--- src/rtl/quadrature_decoder_pkg.sv ---
// Shared phase/direction constants and the transition classifier for the quadrature decoder.
package quadrature_decoder_pkg;

  localparam logic [1:0] PHASE_00 = 2'b00;
  localparam logic [1:0] PHASE_10 = 2'b10;
  localparam logic [1:0] PHASE_11 = 2'b11;
  localparam logic [1:0] PHASE_01 = 2'b01;

  localparam logic DIR_FORWARD = 1'b1;
  localparam logic DIR_REVERSE = 1'b0;

  typedef enum logic [1:0] {
    STEP_NONE    = 2'd0,
    STEP_FWD     = 2'd1,
    STEP_REV     = 2'd2,
    STEP_ILLEGAL = 2'd3
  } step_kind_e;

  // Forward order is 00 -> 10 -> 11 -> 01 -> 00; any other single-bit change is reverse.
  function automatic step_kind_e classify_step(input logic [1:0] prev, input logic [1:0] cur);
    logic [1:0] fwd_next;
    case (prev)
      PHASE_10: fwd_next = PHASE_11;
      PHASE_11: fwd_next = PHASE_01;
      PHASE_01: fwd_next = PHASE_00;
      default:  fwd_next = PHASE_10;
    endcase
    if (cur == prev) return STEP_NONE;
    if ((cur ^ prev) == 2'b11) return STEP_ILLEGAL;
    if (cur == fwd_next) return STEP_FWD;
    return STEP_REV;
  endfunction

endpackage

--- src/rtl/input_glitch_filter.sv ---
// Two-flop synchronizer followed by a stability counter; the output only follows
// the input after it has held steady long enough.
module input_glitch_filter #(
  parameter int unsigned FILTER_CYCLES    = 4,
  parameter int unsigned FILTER_BIT_WIDTH = 3
) (
  input  logic Clk,
  input  logic ResetN,
  input  logic Din,
  output logic Dout,
  output logic Settled
);

  localparam logic [FILTER_BIT_WIDTH-1:0] CNT_MAX    = '1;
  localparam logic [FILTER_BIT_WIDTH-1:0] CNT_ACCEPT = FILTER_BIT_WIDTH'(FILTER_CYCLES - 1);

  logic                        sync1;
  logic                        sync2;
  logic [FILTER_BIT_WIDTH-1:0] stable_cnt;

  // sync2 is the synchronized value, compared against the sample one stage earlier
  always_ff @(posedge Clk or negedge ResetN) begin
    if (!ResetN) begin
      sync1      <= 1'b0;
      sync2      <= 1'b0;
      stable_cnt <= '0;
      Dout       <= 1'b0;
      Settled    <= 1'b0;
    end else begin
      sync1 <= Din;
      sync2 <= sync1;
      if (sync1 != sync2) begin
        stable_cnt <= '0;
      end else if (stable_cnt != CNT_MAX) begin
        stable_cnt <= stable_cnt + FILTER_BIT_WIDTH'(1);
      end
      if (stable_cnt == CNT_ACCEPT) begin
        Settled <= 1'b1;
        if (sync2 != Dout) Dout <= sync2;
      end
    end
  end

endmodule

--- src/rtl/quadrature_decoder.sv ---
// 4x quadrature decoder: filtered A/B phases drive step pulses, direction,
// a saturating position count and a sticky illegal-transition flag.
module quadrature_decoder
  import quadrature_decoder_pkg::*;
#(
  parameter int unsigned POSITION_BIT_WIDTH = 8,
  parameter int unsigned MAX_VALUE          = 2**POSITION_BIT_WIDTH - 1,
  parameter int unsigned MIN_VALUE          = 0,
  parameter int unsigned FILTER_CYCLES      = 4,
  parameter int unsigned FILTER_BIT_WIDTH   = 3
) (
  input  logic                          Clk,
  input  logic                          ResetN,
  input  logic                          EncA,
  input  logic                          EncB,
  input  logic                          Clear,
  output logic [POSITION_BIT_WIDTH-1:0] Position,
  output logic                          StepPulse,
  output logic                          StepDir,
  output logic                          LimitReachedFlag,
  output logic                          ErrorFlag
);

  localparam logic [POSITION_BIT_WIDTH-1:0] POS_MAX = POSITION_BIT_WIDTH'(MAX_VALUE);
  localparam logic [POSITION_BIT_WIDTH-1:0] POS_MIN = POSITION_BIT_WIDTH'(MIN_VALUE);

  logic       filt_a;
  logic       filt_b;
  logic       settled_a;
  logic       settled_b;
  logic [1:0] phase_cur;
  logic [1:0] phase_prev;
  logic       primed;
  step_kind_e step_kind;

  input_glitch_filter #(
    .FILTER_CYCLES   (FILTER_CYCLES),
    .FILTER_BIT_WIDTH(FILTER_BIT_WIDTH)
  ) u_filter_a (
    .Clk    (Clk),
    .ResetN (ResetN),
    .Din    (EncA),
    .Dout   (filt_a),
    .Settled(settled_a)
  );

  input_glitch_filter #(
    .FILTER_CYCLES   (FILTER_CYCLES),
    .FILTER_BIT_WIDTH(FILTER_BIT_WIDTH)
  ) u_filter_b (
    .Clk    (Clk),
    .ResetN (ResetN),
    .Din    (EncB),
    .Dout   (filt_b),
    .Settled(settled_b)
  );

  assign phase_cur = {filt_a, filt_b};

  always_comb begin
    step_kind = classify_step(phase_prev, phase_cur);
  end

  // Until primed, phase changes only seed the tracker so a non-00 rest phase is not counted
  always_ff @(posedge Clk or negedge ResetN) begin
    if (!ResetN) begin
      phase_prev       <= PHASE_00;
      primed           <= 1'b0;
      Position         <= POS_MIN;
      StepPulse        <= 1'b0;
      StepDir          <= 1'b0;
      LimitReachedFlag <= 1'b0;
      ErrorFlag        <= 1'b0;
    end else begin
      StepPulse  <= 1'b0;
      phase_prev <= phase_cur;
      if (!primed) begin
        primed <= (settled_a & settled_b) | (step_kind != STEP_NONE);
      end else begin
        case (step_kind)
          STEP_FWD: begin
            StepPulse <= 1'b1;
            StepDir   <= DIR_FORWARD;
            if (Position < POS_MAX) begin
              Position         <= Position + POSITION_BIT_WIDTH'(1);
              LimitReachedFlag <= 1'b0;
            end else begin
              LimitReachedFlag <= 1'b1;
            end
          end
          STEP_REV: begin
            StepPulse <= 1'b1;
            StepDir   <= DIR_REVERSE;
            if (Position > POS_MIN) begin
              Position         <= Position - POSITION_BIT_WIDTH'(1);
              LimitReachedFlag <= 1'b0;
            end else begin
              LimitReachedFlag <= 1'b1;
            end
          end
          STEP_ILLEGAL: ErrorFlag <= 1'b1;
          default: ;
        endcase
      end
      // Clear overrides any count/flag update made this cycle; StepPulse/StepDir still report
      if (Clear) begin
        Position         <= POS_MIN;
        LimitReachedFlag <= 1'b0;
        ErrorFlag        <= 1'b0;
      end
    end
  end

endmodule

--- config.mk ---
export PLATFORM = sky130hd
export DESIGN_NAME = quadrature_decoder
export DESIGN_NICKNAME = d
export VERILOG_FILES = /design/src/rtl/quadrature_decoder_pkg.sv /design/src/rtl/input_glitch_filter.sv /design/src/rtl/quadrature_decoder.sv
export SDC_FILE = /design/constraint.sdc
export NUM_CORES = 1
export LEC_CHECK = 0
export BUFFER_PORTS_ARGS = -buffer_cell sky130_fd_sc_hd__clkbuf_2
export CAP_MARGIN = 10
export CORE_UTILIZATION = 25
export DETAILED_ROUTE_END_ITERATION = 12
export PLACE_DENSITY_LB_ADDON = 0.3
export SYNTH_ARGS = -nofsm -noshare
export SYNTH_HDL_FRONTEND = slang
export SYNTH_SLANG_ARGS = --single-unit
--- constraint.sdc ---
create_clock -name Clk -period 3.2 [get_ports Clk]
set_input_delay 0.16 -clock Clk [delete_from_list [all_inputs] [get_ports Clk]]
set_output_delay 0.16 -clock Clk [all_outputs]
set_load 0.1 [all_outputs]
==> metrics.yaml <==
worst_setup_path:
  cp_slowest_cell: "dfrtp_1"
  startpoint_type: "register"
  endpoint: "Position[7]$_DFFE_PN0P_"
  cp_num_buf_inv: 1
  critical_path.top_delay_family: "compound AO/OA/AOI/OAI gates"
  r2r-start: "u_filter_a.Dout$_DFFE_PN0P_"
  path_max_fanout: 19
  crit_type: "register to register"
  path_depth: 11
  cp-startpoint: "u_filter_a.Dout$_DFFE_PN0P_"
  cp.required_ns: 3.36
  worst_path_largest_cell_delay_ns: 0.48
  worstReg2RegEnd: "Position[7]$_DFFE_PN0P_"
  r2r_setup_slack_ns: 0.32
  reg2reg_depth: 11
  cp_data_arrival_time_ns: 3.04
  critPathCaptureType: "register"
  cp_cell_sequence: "nor2b_1 > o21ai_0 > o21ai_0 > ha_1 > buf_4 > ha_1 > and2b_2 > o2111ai_1 > o211ai_2 > mux2i_1 > mux2_1"
global_routing:
  grt_use_total_pct: 10.3
  overflow: 0
  grt_pass1_wl_mm: 5.66
  antenna_found_initial: 0
  grt_pass1_vias: 1163
  grtUsageMet3_pct: 3.46
  use_met1_pct: 13.3
  grt_max_degree: 30
  met2_usage_pct: 16.2
  busiest_layer: "met2"
clock_network:
  cts_max_level: 2
  clk_path_buf_depth: 2
  cts.reportedPaths.clkPinSlew_ns: 0.07
  clkLatencyLatePin_ns: 0.28
  cts_root_buf: "clkbuf_8"
  cts_sinks: 29
  cts_tree: "built"
  cts_buffers: 5
  post-cts-setup-buffers: 0
yosys:
  synth_edf_count: 0
  ys_top_cells_by_area: "dfrtp_1 43%, ha_1 9.7%, mux2i_1 4.2%"
  yosysSeqAreaShare_pct: 43.3
  avgSynthCellArea_um2: 10.8
  yosys_warnings: 0
  syn_area_um2: 1670
  synthDominantCellAreaShare_pct: 43.3
  yosysMostFrequentCell: "dfrtp_1"
  synth_nets: 173
  async_flop_share_pct: 100
  synthTopCellsByCount: "29 x dfrtp_1, 16 x nor2_1, 13 x ha_1, 8 x inv_1, 8 x xor2_1"
  yosysTopAreaCell: "dfrtp_1"
  ys_seq_elements: 29
  yosysUniqueCellTypes: 47
  synthCells: 155
  synthFlopType: "dfrtp_1"
placement:
  dp_hpwl_mm: 2.25
  gp_congestion: 0.773
  io_buffers: 16
status:
  status: "finished with violations"
  violations: "DRC"
sta:
  fin_crit_ns: 2.88
  fin_tns_setup_ns: 0
  clock.fmax_ghz: 0.347
  tightestPinTransition_ns: 0.753
  rsz0062_at_grt: "false"
  slew_violations: 0
  final-setup-viol-count: 0
  slew_headroom_pct: 49.8
  fin_crit_sh_pct: 90.1
  fin_worst_skew_ns: 0.00190
  finalHoldViolCount: 0
final_layout:
  drive_gt1_share_pct: 20.8
  diodes: 0
  area_growth_syn_to_layout_pct: 16.8
  nets: 195
min_path:
  hold_class: "input pin to register"
  min_from: "Clear"
run:
  maxCapViolCount: 0
routing:
  drtIter0Drc: 52
  ant_nets: 0
  vias_per_cell: 4.53
  routed_wl_mm: 3.22
  dr.pass1.iters: 8
  post_drt_wl_per_cell_um: 12.6
  drc_errors: 4
  vias: 1155
floorplanning:
  die_x_um: 83.8
  start_util_pct: 26.1
  dieHeight_um: 83.8
  die_area_um2: 7030
  io_pins: 17
  fp.coreArea_um2: 6420
  rows: 29
==> cell families after synthesis <==
logic type | synth area share (%)
flip-flops | 43.3
buffers and inverters | 3.51
AO/OA/AOI/OAI | 14.5
multiplexers | 6.20
adder cells (fa/ha/maj) | 9.72
XOR/XNOR | 7.32
AND/OR/NAND/NOR | 15.4
==> flip-flops by register name, indices dropped and copies added, names as in the netlist, 2 cells and up <==
signal,count
Position,8
u_filter_a.stable_cnt,3
u_filter_b.stable_cnt,3
phase_prev,2
==> cells in the final DEF (no fill, tap or decap), types with 4 or more instances in the layout <==
cell	instances
dfrtp_1	29
nor2_1	16
clkbuf_2	16
ha_1	13
inv_1	8
xor2_1	8
mux2i_1	7
a21oi_1	6
xnor2_1	6
clkbuf_8	6
nand3_1	5
nand3b_1	4
==> layer usage <==
| layer | part of all wire, % | wire (um) |
|---|---|---|
| met5 | 0 | 0 |
| met1 | 50 | 1630 |
| met4 | 0.47 | 15 |
| met2 | 46 | 1470 |
| met3 | 3.5 | 113 |
==> cell type report <==
cell class              count  area, um2
inverters                   8       30.0
clock inverters             2       13.8
multi-input cells         113        890
fillers                   663       4470
well taps                  77       96.3
flip-flops and latches     29        726
clock buffers               6       82.6
repair buffers             20        118
==> how the worst min path moves through the flow <==
stage	endpoint	cells after the start
finish	Position[4]$_DFFE_PN0P_	2
global route	Position[4]$_DFFE_PN0P_	2
CTS	Position[4]$_DFFE_PN0P_	2
detailed placement	u_filter_a.stable_cnt[1]$_DFFE_PN0P_	1
global placement	u_filter_a.stable_cnt[1]$_DFFE_PN0P_	1
floorplan	ErrorFlag$_DFFE_PN0P_	0
==> stage by stage <==
| stage | hold slack, ns | cells | util [%] | instance area [um2] | setup WS (ns) |
|---|---|---|---|---|---|
| floorplan | -0.136 | 155 | - | 1670 | 0.195 |
| global placement | 0.268 | 244 | 28.5 | 1830 | 0.360 |
| detailed placement | 0.270 | 244 | 28.5 | 1830 | 0.300 |
| CTS | 0.226 | 255 | 30.5 | 1960 | 0.274 |
| global route | 0.231 | 255 | 30.5 | 1960 | 0.0617 |
| finish | 0.228 | 255 | 30.5 | 1960 | 0.318 |
==> what timing repair did <==
action / CTS / global route
endpoints found under the hold margin: 31 / 0
hold buffers: 3 / 0
gates resized for setup: 0 / 0
Power is left out: the tool's default activity adds up to more than one toggle a clock period on the data nets, which glitch-free logic cannot reach.
